File: src/rtl/sync_fifo_flagged_pkg.sv
`default_nettype none
// +--------------------------------------------------------------------------+
// | sync_fifo_flagged_pkg : read-mode constants and parameter legality check |
// | Rev 1.0                                                                  |
// +--------------------------------------------------------------------------+
package sync_fifo_flagged_pkg;

  localparam int MODE_NORMAL    = 0;
  localparam int MODE_SHOWAHEAD = 1;

  // DEPTH must be a power of two matching PTR; thresholds must lie in range.
  function automatic bit params_legal(input int depth, input int ptr,
                                      input int af, input int ae, input int mode);
    return (depth >= 2) && ((depth & (depth - 1)) == 0) && ((1 << ptr) == depth) &&
           (af >= 1) && (af <= depth) && (ae >= 0) && (ae <= depth - 1) &&
           ((mode == MODE_NORMAL) || (mode == MODE_SHOWAHEAD));
  endfunction

endpackage
`default_nettype wire

File: src/rtl/sync_fifo_flagged_if.sv
`default_nettype none
// +--------------------------------------------------------------------------+
// | sync_fifo_flagged_if : producer/consumer bus of the flagged FIFO         |
// | Rev 1.0                                                                  |
// +--------------------------------------------------------------------------+
interface sync_fifo_flagged_if #(
  parameter int WIDTH = 8,
  parameter int PTR   = 4
);
  logic             wren;
  logic [WIDTH-1:0] datain;
  logic             rden;
  logic [WIDTH-1:0] dataout;
  logic             full;
  logic             empty;
  logic             almost_full;
  logic             almost_empty;
  logic [PTR:0]     usedw;
  logic             overflow;
  logic             underflow;
  logic             clr_err;

  modport master (
    output wren, datain, rden, clr_err,
    input  dataout, full, empty, almost_full, almost_empty, usedw, overflow, underflow
  );

  modport slave (
    input  wren, datain, rden, clr_err,
    output dataout, full, empty, almost_full, almost_empty, usedw, overflow, underflow
  );
endinterface
`default_nettype wire

File: src/rtl/sync_fifo_flagged_fifo_mem_2p.sv
`default_nettype none
// +--------------------------------------------------------------------------+
// | fifo_mem_2p : register array, synchronous write / asynchronous read      |
// | Rev 1.0                                                                  |
// +--------------------------------------------------------------------------+
module fifo_mem_2p #(
  parameter int WIDTH = 8,
  parameter int DEPTH = 16,
  parameter int PTR   = 4
) (
  input  wire logic             clk,
  input  wire logic             we,
  input  wire logic [PTR-1:0]   waddr,
  input  wire logic [WIDTH-1:0] wdata,
  input  wire logic [PTR-1:0]   raddr,
  output logic      [WIDTH-1:0] rdata
);

  logic [WIDTH-1:0] mem_q [DEPTH];

  always_ff @(posedge clk) begin
    if (we) begin
      mem_q[waddr] <= wdata;
    end
  end

  assign rdata = mem_q[raddr];

endmodule
`default_nettype wire

File: src/rtl/sync_fifo_flagged.sv
`default_nettype none
// +--------------------------------------------------------------------------+
// | sync_fifo_flagged : single-clock FIFO with threshold and sticky flags    |
// | Rev 1.0                                                                  |
// +--------------------------------------------------------------------------+
module sync_fifo_flagged
  import sync_fifo_flagged_pkg::*;
#(
  parameter int WIDTH     = 8,
  parameter int DEPTH     = 16,
  parameter int PTR       = 4,
  parameter int SHOWAHEAD = 0,
  parameter int AF_LEVEL  = 14,
  parameter int AE_LEVEL  = 2
) (
  input wire logic           clk,
  input wire logic           reset,
  sync_fifo_flagged_if.slave bus
);

  localparam logic [PTR:0] c_DEPTH = (PTR+1)'(DEPTH);
  localparam logic [PTR:0] c_AF    = (PTR+1)'(AF_LEVEL);
  localparam logic [PTR:0] c_AE    = (PTR+1)'(AE_LEVEL);
  localparam logic [PTR:0] c_ONE   = (PTR+1)'(1);

  generate
    if (!params_legal(DEPTH, PTR, AF_LEVEL, AE_LEVEL, SHOWAHEAD)) begin : g_param_check
      $error("sync_fifo_flagged: illegal parameter combination");
    end
  endgenerate

  logic [PTR:0]     wr_ptr_q, wr_ptr_d;
  logic [PTR:0]     rd_ptr_q, rd_ptr_d;
  logic [PTR:0]     usedw_q,  usedw_d;
  logic [WIDTH-1:0] dout_q,   dout_d;
  logic             ovf_q,    ovf_d;
  logic             udf_q,    udf_d;
  logic [WIDTH-1:0] mem_rdata;
  logic             full_w, empty_w, wr_acc, rd_acc;

  assign full_w  = (usedw_q == c_DEPTH);
  assign empty_w = (usedw_q == '0);
  assign wr_acc  = bus.wren & ~full_w;
  assign rd_acc  = bus.rden & ~empty_w;

  always_comb begin
    wr_ptr_d = wr_ptr_q;
    rd_ptr_d = rd_ptr_q;
    usedw_d  = usedw_q;
    dout_d   = dout_q;
    if (wr_acc) wr_ptr_d = wr_ptr_q + c_ONE;
    if (rd_acc) begin
      rd_ptr_d = rd_ptr_q + c_ONE;
      dout_d   = mem_rdata;
    end
    case ({wr_acc, rd_acc})
      2'b10:   usedw_d = usedw_q + c_ONE;
      2'b01:   usedw_d = usedw_q - c_ONE;
      default: usedw_d = usedw_q;
    endcase
    // A fresh error event outranks a clear in the same cycle.
    ovf_d = (bus.wren & full_w)  | (ovf_q & ~bus.clr_err);
    udf_d = (bus.rden & empty_w) | (udf_q & ~bus.clr_err);
  end

  always_ff @(posedge clk) begin
    if (reset) begin
      wr_ptr_q <= '0;
      rd_ptr_q <= '0;
      usedw_q  <= '0;
      dout_q   <= '0;
      ovf_q    <= 1'b0;
      udf_q    <= 1'b0;
    end else begin
      wr_ptr_q <= wr_ptr_d;
      rd_ptr_q <= rd_ptr_d;
      usedw_q  <= usedw_d;
      dout_q   <= dout_d;
      ovf_q    <= ovf_d;
      udf_q    <= udf_d;
    end
  end

  fifo_mem_2p #(
    .WIDTH (WIDTH),
    .DEPTH (DEPTH),
    .PTR   (PTR)
  ) u_mem (
    .clk   (clk),
    .we    (wr_acc & ~reset),
    .waddr (wr_ptr_q[PTR-1:0]),
    .wdata (bus.datain),
    .raddr (rd_ptr_q[PTR-1:0]),
    .rdata (mem_rdata)
  );

  // dout_q doubles as the normal-mode output register and the show-ahead
  // holding register: both capture the head word on every accepted read.
  generate
    if (SHOWAHEAD == MODE_SHOWAHEAD) begin : g_showahead
      assign bus.dataout = empty_w ? dout_q : mem_rdata;
    end else begin : g_normal
      assign bus.dataout = dout_q;
    end
  endgenerate

  assign bus.full         = full_w;
  assign bus.empty        = empty_w;
  assign bus.almost_full  = (usedw_q >= c_AF);
  assign bus.almost_empty = (usedw_q <= c_AE);
  assign bus.usedw        = usedw_q;
  assign bus.overflow     = ovf_q;
  assign bus.underflow    = udf_q;

endmodule
`default_nettype wire

File: src/flat_wrapper.sv
// flat-port wrapper written by rule: the top's interface ports become plain ports
module sync_fifo_flagged_flat import sync_fifo_flagged_pkg::*;
#(
  parameter int WIDTH     = 8,
  parameter int DEPTH     = 16,
  parameter int PTR       = 4,
  parameter int SHOWAHEAD = 0,
  parameter int AF_LEVEL  = 14,
  parameter int AE_LEVEL  = 2
)
  (clk, reset, bus_wren, bus_datain, bus_rden, bus_clr_err, bus_dataout, bus_full, bus_empty, bus_almost_full, bus_almost_empty, bus_usedw, bus_overflow, bus_underflow);
  sync_fifo_flagged_if #(.WIDTH(WIDTH), .PTR(PTR)) bus_i ();
  input wire logic clk;
  input wire logic reset;
  input wire logic [$bits(bus_i.wren)-1:0] bus_wren;
  input wire logic [$bits(bus_i.datain)-1:0] bus_datain;
  input wire logic [$bits(bus_i.rden)-1:0] bus_rden;
  input wire logic [$bits(bus_i.clr_err)-1:0] bus_clr_err;
  output wire logic [$bits(bus_i.dataout)-1:0] bus_dataout;
  output wire logic [$bits(bus_i.full)-1:0] bus_full;
  output wire logic [$bits(bus_i.empty)-1:0] bus_empty;
  output wire logic [$bits(bus_i.almost_full)-1:0] bus_almost_full;
  output wire logic [$bits(bus_i.almost_empty)-1:0] bus_almost_empty;
  output wire logic [$bits(bus_i.usedw)-1:0] bus_usedw;
  output wire logic [$bits(bus_i.overflow)-1:0] bus_overflow;
  output wire logic [$bits(bus_i.underflow)-1:0] bus_underflow;
  assign bus_i.wren = bus_wren;
  assign bus_i.datain = bus_datain;
  assign bus_i.rden = bus_rden;
  assign bus_i.clr_err = bus_clr_err;
  assign bus_dataout = bus_i.dataout;
  assign bus_full = bus_i.full;
  assign bus_empty = bus_i.empty;
  assign bus_almost_full = bus_i.almost_full;
  assign bus_almost_empty = bus_i.almost_empty;
  assign bus_usedw = bus_i.usedw;
  assign bus_overflow = bus_i.overflow;
  assign bus_underflow = bus_i.underflow;
  sync_fifo_flagged #(.WIDTH(WIDTH), .DEPTH(DEPTH), .PTR(PTR), .SHOWAHEAD(SHOWAHEAD), .AF_LEVEL(AF_LEVEL), .AE_LEVEL(AE_LEVEL)) u_core (.clk(clk), .reset(reset), .bus(bus_i));
endmodule
File: config.mk
export PLATFORM = sky130hd
export DESIGN_NAME = sync_fifo_flagged_flat
export DESIGN_NICKNAME = d
export VERILOG_FILES = /design/src/rtl/sync_fifo_flagged_pkg.sv /design/src/rtl/sync_fifo_flagged_if.sv /design/src/rtl/sync_fifo_flagged_fifo_mem_2p.sv /design/src/rtl/sync_fifo_flagged.sv /design/src/flat_wrapper.sv
export SDC_FILE = /design/constraint.sdc
export NUM_CORES = 1
export LEC_CHECK = 0
export ABC_AREA = 1
export BUFFER_PORTS_ARGS = -buffer_cell sky130_fd_sc_hd__buf_2
export CAP_MARGIN = 40
export CORE_MARGIN = 3
export CORE_UTILIZATION = 50
export CTS_CLUSTER_DIAMETER = 200
export DETAILED_ROUTE_END_ITERATION = 10
export PLACE_DENSITY = 0.67
export SYNTH_ARGS = -nofsm -noshare
export SYNTH_HDL_FRONTEND = slang
export SYNTH_HIERARCHICAL = 1
export SYNTH_SLANG_ARGS = --single-unit
File: constraint.sdc
create_clock -name clk -period 3.8 [get_ports clk]
set_input_delay 0.57 -clock clk [delete_from_list [all_inputs] [get_ports clk]]
set_output_delay 0.57 -clock clk [all_outputs]
set_load 0.03 [all_outputs]
==> metrics.txt, run 1 <==
synth top area cells edfxtp_1 (57%), nand2_1 (11%), nand3_1 (7.8%); Syn-to-layout area delta 11.25%; Commonest cells post-synth nand2_1 (199), edfxtp_1 (128), inv_1 (121); fin util 0.5820; Worst-Skew Late Latency ~0.42 ns; Root Driver clkbuf_16; antenna violations before repair 0; Mapped Nets 719; most frequent cell after synthesis nand2_1; Rel. slew slack 0.4873; Required @ worst endpoint 3.86 ns; Post-synth EDFFs around 130; Setup crit start kind flip-flop; largest net degree at the start of global routing between 60 and 70; Inserted Clock Buffers 17; input/output buffers 31; CP endpoint kind flip-flop; synthesized cell area 0.006763 mm²; f_max 415.8 MHz; Max IR drop VDD 0.4199 mV; WS Path Type flip-flop to flip-flop; TNS Setup 0 ns; Detailed Place HPWL 9.805 mm; CP Max Fanout 9; vias per cell 5.156; share of the clock period used by the worst path 0.6330; Synth warnings 6; cell row count 41; I/O pin total 32; total via count in the routed design around 4.7k; die height 122.3 µm; Starting Density 0.5231; Cell variety after synth 26; max-slew violations 0; share of flip-flops with an asynchronous set or reset 0; PwrDens 638.4 mW/mm²; outcome completed; syn_area_per_cell between 9 and 10 µm²; WP data arrival 2.46 ns; number of max-cap violations 0; clock sinks 151; DRT Pass-1 Iters 7; critical path cell sequence inv_1 > nand4_1 > nand2_2 > nor2_1 > nand3b_1 > nor2_1; DP Worst Slack 1.455 ns; Yosys top cell by area edfxtp_1; layout cell share with drive strength beyond 1 0.1030; Seq/Total Area, Yosys 0.6364; CTS tree yes; Clock transition at path regs 0.06 ns; Post-CTS Hold Fix Bufs 0; post-synth top area share 0.5684; class of the worst hold path input port to flip-flop; antenna cell count 0; Buffers & Inverters on Critical Path 1; Slew @ Worst Pin ~0.77 ns; Pleak roughly 3.3 nW; final instance area around 0.0075 mm²; Final Wtd Congestion 0.9553; Crit path max-delay family simple AND/OR/NAND/NOR gates; total grt overflow 0; RSZ-0062 raised after global routing false; final worst slack roughly 1.4 ns; Routed WL per cell roughly 16 µm; Post-CTS Setup Inserts 0; vias in the first global route 4,418; post-CTS sizing 0; core footprint roughly 0.013 mm²; Clock Path Buffers 2; crit-path most repeated cell nor2_1; DRC 0; CP max stage cell nor2_1; max incr delay on CP 0.56 ns; final wirelength 14.80 mm; antenna viol nets, final 0; fillers between 1k and 1.5k; Synth Register Bits between 150 and 200; die area around 0.015 mm²; Final Hold Vio Count 0; Synth Instances 700; Detailed Route Iter0 Violations 495; Setup violations, final 0; Layout Nets approximately 740; min Tclk post-route ~2.4 ns; Top FF cell, synth edfxtp_1; H-tree depth 4; Clock Skew 0.008125 ns; Overall Global Routing Usage 0.2128; global-route wire length before repair around 23 mm; placed instance area 0.006980 mm²; die extent in x 122.3 µm
final timing paths:
| path | cells past startpoint | slack, ns | to | startpoint |
|---|---|---|---|---|
| worst max-delay path | 6 | 1.39 | u_core/u_mem/mem_q[6][4]$_DFFE_PP_ | u_core/bus.usedw[0]$_SDFFE_PP0P_ |
| worst min-delay path | 4 | 0.41 | u_core/bus.overflow$_SDFF_PP0_ | bus_clr_err |
| worst max register to register | 6 | 1.39 | u_core/u_mem/mem_q[6][4]$_DFFE_PP_ | u_core/bus.usedw[0]$_SDFFE_PP0P_ |
| worst min register to register | 2 | 0.48 | u_core/bus.overflow$_SDFF_PP0_ | u_core/bus.overflow$_SDFF_PP0_ |
state kept, by name (all words and copies together) (netlist names):
register	cells
u_core/wr_ptr_q	4
u_core/bus.dataout	8
u_core/u_mem/mem_q	128
u_core/rd_ptr_q	4
u_core/bus.underflow	1
u_core/bus.overflow	1
u_core/bus.usedw	5
worst register-to-register path, stage by stage, from the launching register on:
cell      delay [ns]
dfxtp_1         0.43
inv_1           0.10
nand4_1         0.14
nand2_2         0.14
nor2_1          0.41
nand3b_1        0.26
nor2_1          0.56
report_power, final:
part	leakage (nW)	total [mW]	internal, mW	switching, mW
Combinational	1.68	1.32	0.377	0.945
Sequential	1.34	1.96	1.89	0.0747
Clock	0.258	1.52	0.846	0.673
Total	3.28	4.80	3.11	1.69
through the flow:
step / hold slack, ns / instances / total power [mW]
finish: 0.4132 / 910 / 4.803
global route: 0.4308 / 910 / 5.068
CTS: 0.3930 / 910 / 4.827
detailed placement: 0.4607 / 878 / 3.308
global placement: 0.4564 / 877 / 3.268
floorplan: 0.4740 / 700 / 2.976
layout make-up:
type / instances / area, µm² / share of cell area
clock buffer: 17 / 425.4 / 0.05654
sequential: 151 / 4305 / 0.5723
tap: 172 / 215.2 / 0.02860
inverter: 124 / 465.4 / 0.06187
clock inverter: 15 / 117.6 / 0.01563
timing repair buffer: 34 / 197.7 / 0.02628
multi-input combinational: 397 / 1797 / 0.2388
metal layers:
layer  global-route usage  part of all wire
met5                    0                 0
met4              0.09447             0.023
met3              0.04931             0.060
met2               0.3305              0.49
met1               0.2877              0.43
layout by cell type, fill, tap and decap left out:
master,count
nand2_2,3
nand2_4,1
nand2_1,199
dfxtp_2,1
clkinv_1,3
inv_1,121
buf_4,2
o21ai_0,15
nand4_1,1
ha_1,6
inv_8,2
inv_6,5
nand3b_1,3
buf_2,31
nand3_1,105
inv_2,3
xor2_1,3
o21bai_1,1
a21oi_2,2
a2111oi_0,1
buf_16,1
dfxtp_1,22
edfxtp_1,128
nand4_2,1
nor2_1,41
a21oi_1,10
clkinv_4,2
clkbuf_16,17
nor2_2,2
xnor2_1,3
clkinvlp_4,3
logic make-up after synthesis:
family | count (synthesis) | share of synthesized area
adder cells (fa/ha/maj) | 6 | 0.01110
AO/OA/AOI/OAI | 29 | 0.02350
buffers and inverters | 152 | 0.09787
flip-flops | 151 | 0.6364
XOR/XNOR | 6 | 0.007772
AND/OR/NAND/NOR | 356 | 0.2233
Power figures use the tool's default switching activity.
==> run 2: changes to the inputs <==
==> constraint.sdc (replaced) <==
create_clock -name clk -period 2.5 [get_ports clk]
set_input_delay 0.375 -clock clk [delete_from_list [all_inputs] [get_ports clk]]
set_output_delay 0.375 -clock clk [all_outputs]
set_load 0.03 [all_outputs]
==> run 2 against run 1 <==
  * Combinational power is 53% higher
  * Total power is 59% higher
  * Clock power up 72%
  * Hold slack worse by 0.18 ns
  * Critical endpoint is now u_core/bus.usedw[2]$_SDFFE_PP0P_
  * Largest cell class unchanged
==> metrics.txt, run 2 (same netlist as run 1, synthesis figures left out) <==
Clock transition at path regs 0.06 ns (about the same); WHS Path Cells 3 (-1); die extent in x 122.3 µm (unchanged); I/O pin total 32 (unchanged); Detailed Route Iter0 Violations 385 (-22%); total via count in the routed design 4,713 (+0.45%); max incr delay on CP 0.41 ns (-0.15 ns); clock sinks 151 (unchanged); antenna cell count 0 (unchanged); Overall Global Routing Usage 0.2129 (about the same); CTS tree yes; Max IR drop VDD 0.4780 mV (+14%); Rel. slew slack 0.5184 (+0.03109); Routed WL per cell 15.79 µm (-3.0%); Clock Skew 0.01202 ns (+0.003897 ns); global-route wire length before repair 23.83 mm (+2.4%); Setup crit start kind flip-flop; TNS Setup 0 ns (unchanged); vias per cell 5.079 (-1.5%); Root Driver clkbuf_16; number of max-cap violations 0 (unchanged); CP max stage cell dfxtp_1; Syn-to-layout area delta 14.23%; placed instance area 0.007108 mm² (+1.8%); Worst-Skew Late Latency 0.42 ns (about the same); Min Hold Slack 0.2322 ns (-0.1810 ns); DRC 0 (unchanged); f_max 452.3 MHz (+8.8%); outcome completed; Final Hold Vio Count 0 (unchanged); Starting Density 0.5231 (unchanged); Largest register FFs 128 (unchanged); commonest non-fill, non-tap cell in the layout nand2_1; die area 0.01496 mm² (unchanged); Slew @ Worst Pin 0.7224 ns (-0.04559 ns); CP Max Fanout 14 (+5); crit-path most repeated cell inv_1; input/output buffers 31 (unchanged); core footprint 0.01293 mm² (unchanged); WP data arrival 2.53 ns (+0.07 ns); most frequent cells in the layout nand2_1 (199), edfxtp_1 (128), inv_1 (121), nand3_1 (105), nor2_1 (41); Inserted Clock Buffers 17 (unchanged); final instance area 0.007725 mm² (+2.7%); layout cell share with drive strength beyond 1 0.1257 (+0.02268); Setup violations, final 0 (unchanged); total grt overflow 0 (unchanged); class of the worst hold path input port to flip-flop; WS Path Type flip-flop to flip-flop; largest net degree at the start of global routing 68 (unchanged); Final Wtd Congestion 0.8387 (-12%); flop2flop setup slack 0.29 ns (-1.11 ns); antenna viol nets, final 0 (unchanged); share of the clock period used by the worst path 0.8843 (+0.2513); vias in the first global route 4,674 (+5.8%); Required @ worst endpoint 2.82 ns (-1.04 ns); CP endpoint kind flip-flop; min Tclk post-route 2.211 ns (-0.1945 ns); critical path cell sequence inv_1 > nand4_2 > nand2_4 > inv_4 > ha_2 > nand2_1 > inv_1 > nor2_2 > ha_1 > inv_1 > nand2_1 > xor2_1 > o21ai_0 > inv_1; final wirelength 14.65 mm (-1.0%); cell row count 41 (unchanged); Layout Nets 762 (+2.4%); PwrDens 985.9 mW/mm² (+54%); RSZ-0062 raised after global routing false; die height 122.3 µm (unchanged); max-slew violations 0 (unchanged); Reg with most FFs u_core/u_mem/mem_q; Pleak 3.400 nW (+3.7%); Clock Path Buffers 2 (unchanged); DRT Pass-1 Iters 5 (-2); Reg2Reg Depth 14 (+8); H-tree depth 4 (unchanged); antenna violations before repair 0 (unchanged); Post-CTS Setup Inserts 0 (unchanged); Detailed Place HPWL 9.491 mm (-3.2%)
## run 2: cell count changes in the layout (fill, tap and decap cells not counted)
cell,change
clkinvlp_2,+1
clkinv_2,+2
buf_12,+1
inv_4,+1
buf_16,-1
clkbuf_1,+1
clkinv_1,-1
bufinv_16,+4
inv_6,-5
inv_2,-1
inv_8,-2
ha_2,+1
buf_4,+18
ha_1,-1
## run 2: critical path: cells and delay by family (launching register included)
| kind | cells | cell delay, ns |
|---|---|---|
| compound gates | 1 | 0.14 |
| xor+xnor | 1 | 0.17 |
| fa+ha+maj | 2 | 0.44 |
| buf+inv | 5 | 0.47 |
| flops | 1 | 0.41 |
| simple gates | 5 | 0.46 |
## run 2: through the flow
stage                     power (mW)  setup WS, ns  utilization  cells
after floorplan                4.524       0.02809            -    700
after global placement         4.980        0.3054       0.5498    896
after detailed placement       5.030        0.1775       0.5498    896
after CTS                      7.653        0.1672       0.5972    928
after global routing           8.013       0.07838       0.5976    928
final                          7.616        0.2893       0.5976    928
## run 2: timing repair
action,CTS,global route
gates resized for setup,0,3
endpoints found under the hold margin,0,0
hold buffers,0,0
setup endpoints to repair,0,2
## run 2: cell type report
cell class                      instances  area, µm²
Inverter                              124      467.9
Clock buffer                           18      429.2
Tap cell                              172      215.2
Clock inverter                         14      182.7
Fill cell                            1105       5202
Sequential cell                       151       4305
Multi-Input combinational cell        397       1799
Timing Repair Buffer                   52      325.3
## run 2: worst paths after layout
kind                                         start                          endpoint
setup / recovery  u_core/bus.usedw[4]$_SDFFE_PP0P_  u_core/bus.usedw[2]$_SDFFE_PP0P_
hold / removal                            bus_wren    u_core/bus.overflow$_SDFF_PP0_
setup reg to reg  u_core/bus.usedw[4]$_SDFFE_PP0P_  u_core/bus.usedw[2]$_SDFFE_PP0P_
hold reg to reg     u_core/bus.overflow$_SDFF_PP0_    u_core/bus.overflow$_SDFF_PP0_
## run 2: report_power, final
group / switching, mW / total [mW] / internal (mW)
combinational: 1.44 / 2.02 / 0.576
clock: 0.964 / 2.62 / 1.66
sequential: 0.107 / 2.98 / 2.87
total: 2.51 / 7.62 / 5.10
## run 2: per-layer routing
metal | wire length [µm] | vias up | track usage
li1 | - | 2333 | -
met1 | 6571 | 2246 | 0.2720
met2 | 7114 | 111 | 0.3514
met3 | 689 | 23 | 0.05253
met4 | 274 | 0 | 0.08328
met5 | 0 | - | 0
==> run 3: changes to the inputs <==
==> constraint.sdc (replaced) <==
create_clock -name clk -period 2.5 [get_ports clk]
set_input_delay 0.5 -clock clk [delete_from_list [all_inputs] [get_ports clk]]
set_output_delay 0.5 -clock clk [all_outputs]
set_load 0.01 [all_outputs]
==> run 3 against run 2 <==
  * Critical path depth grew 3
  * Clock-buffer cell count is the same
  * Maximum frequency rose by 0.21%
  * Cell area about the same
  * Sequential power is essentially flat
  * Sequential share of layout area increased by 0.054 points
  * Critical endpoint is now u_core/bus.usedw[4]$_SDFFE_PP0P_
==> metrics.txt, run 3 (same netlist as run 1, synthesis figures left out) <==
Overall Global Routing Usage 0.2091 (-0.003786); vias in the first global route 4,414 (-5.6%); Clock transition at path regs 0.06 ns (about the same); Max Used Layer met4; layout cell share with drive strength beyond 1 0.1291 (+0.003456); Detailed Place HPWL 9.457 mm (-0.36%); Final Wtd Congestion 0.8534 (+1.8%); cell row count 41 (unchanged); TNS Setup 0 ns (unchanged); CP Max Fanout 14 (unchanged); CTS tree yes; Worst-Skew Late Latency 0.42 ns (about the same); Layout Nets 765 (+0.39%); Starting Density 0.5231 (unchanged); Rel. slew slack 0.5836 (+0.06525); largest net degree at the start of global routing 43 (-37%); Min Hold Slack 0.3516 ns (+0.1194 ns); met1 wire length 6.251 mm (-4.9%); Required @ worst endpoint 2.82 ns (about the same); antenna violations before repair 0 (unchanged); class of the worst hold path input port to flip-flop; Final Hold Vio Count 0 (unchanged); Post-CTS Setup Inserts 0 (unchanged); antenna cell count 0 (unchanged); most frequent cells in the layout nand2_1 (199), edfxtp_1 (128), inv_1 (121), nand3_1 (105), nor2_1 (41); core footprint 0.01293 mm² (unchanged); CP endpoint kind flip-flop; final instance area 0.007717 mm² (about the same); Clock Skew 0.006940 ns (-0.005082 ns); Pleak 3.404 nW (+0.12%); share of the clock period used by the worst path 0.8824 (-0.001861); min Tclk post-route 2.206 ns (-0.004652 ns); fillers 1,123 (+1.6%); Slew @ Worst Pin 0.6236 ns (-0.09878 ns); area of the multi-input gates 0.001809 mm² (+0.56%); Setup violations, final 0 (unchanged); clock sinks 151 (unchanged); Routed WL per cell 15.71 µm (-0.46%); outcome completed; DRC 0 (unchanged); H-tree depth 4 (unchanged); Root Driver clkbuf_16; wire length on met3 937 µm (+36%); Max IR drop VDD 0.6481 mV (+36%); placed instance area 0.007118 mm² (+0.14%); number of max-cap violations 0 (unchanged); total via count in the routed design 4,776 (+1.3%); DR WL met2 7.152 mm (+0.53%); PwrDens 952.4 mW/mm² (-3.4%); Detailed Route Iter0 Violations 464 (+21%); Reg with most FFs u_core/u_mem/mem_q; flop2flop setup slack 0.29 ns (about the same); WP data arrival 2.52 ns (about the same); WS Path Type flip-flop to flip-flop; Setup crit start kind flip-flop; Register Area 0.004305 mm² (unchanged); Clock Path Buffers 2 (unchanged); antenna viol nets, final 0 (unchanged); RSZ-0062 raised after global routing false; Inserted Clock Buffers 17 (unchanged); I/O pin total 32 (unchanged); DRT Pass-1 Iters 5 (unchanged); die area 0.01496 mm² (unchanged); vias per cell 5.130 (+1.0%); commonest non-fill, non-tap cell in the layout nand2_1; total grt overflow 0 (unchanged); final wirelength 14.63 mm (-0.14%); max-slew violations 0 (unchanged); Syn-to-layout area delta 14.12% (about the same); Tot Pwr 7.350 mW (-3.5%); global-route wire length before repair 23.20 mm (-2.6%); input/output buffers 31 (unchanged); Largest register FFs 128 (unchanged); die height 122.3 µm (unchanged); die extent in x 122.3 µm (unchanged); f_max 453.3 MHz (+0.21%)
-- run 3: cell types whose count changed in the layout (fill, tap and decap cells not counted) --
cell / previous run / this run
clkinvlp_2: 1 / 0
inv_6: 0 / 1
clkinv_2: 2 / 4
inv_2: 2 / 3
ha_2: 1 / 0
buf_4: 20 / 24
buf_12: 1 / 0
clkinv_4: 2 / 1
bufinv_16: 4 / 3
inv_4: 1 / 0
ha_4: 0 / 1
-- run 3: cell type report --
type,instances,share of cell area
clock buffers,18,0.05561
clock inverters,14,0.02043
inverters,124,0.06031
multi-input cells,397,0.2344
flip-flops and latches,151,0.5579
well taps,172,0.02789
repair buffers,55,0.04345
-- run 3: repair_timing --
action,4_1_cts,5_1_grt
endpoints found under the setup margin,0,2
resized for setup,0,2
hold buffers,0,0
hold endpoints to repair,0,0
-- run 3: per-layer routing --
layer	up-vias	global-route usage
li1	2346	-
met1	2237	0.2853
met2	174	0.3298
met3	19	0.05300
met4	0	0.06998
met5	-	0
-- run 3: metrics by stage --
stage,util,setup slack [ns],std cells
after floorplan,-,0.4611,700
after global placement,0.5506,0.3212,899
after detailed placement,0.5506,0.1929,899
after CTS,0.5960,0.1629,931
after global routing,0.5970,0.04103,931
final,0.5970,0.2939,931
-- run 3: critical path, stage by stage, from the launching register on --
cell	delay, ns
dfxtp_1	0.43
inv_1	0.10
nand4_2	0.13
nand2_4	0.12
inv_2	0.21
ha_4	0.21
nand2_1	0.07
inv_1	0.09
nor2_2	0.05
ha_1	0.17
inv_1	0.05
nand2_1	0.07
nand3_1	0.12
nand2_1	0.06
nand2_1	0.06
nand3_1	0.07
nand2_1	0.06
inv_1	0.03
-- run 3: worst paths after layout --
check                                   start                          endpoint  cells after the start
min reg2reg    u_core/bus.overflow$_SDFF_PP0_    u_core/bus.overflow$_SDFF_PP0_                      2
min                               bus_clr_err    u_core/bus.overflow$_SDFF_PP0_                      4
max          u_core/bus.usedw[0]$_SDFFE_PP0P_  u_core/bus.usedw[4]$_SDFFE_PP0P_                     17
max reg2reg  u_core/bus.usedw[0]$_SDFFE_PP0P_  u_core/bus.usedw[4]$_SDFFE_PP0P_                     17
-- run 3: power by group --
group | switching (mW) | internal (mW)
Sequential | 0.109 | 2.87
Clock | 0.962 | 1.56
Combinational | 1.27 | 0.582
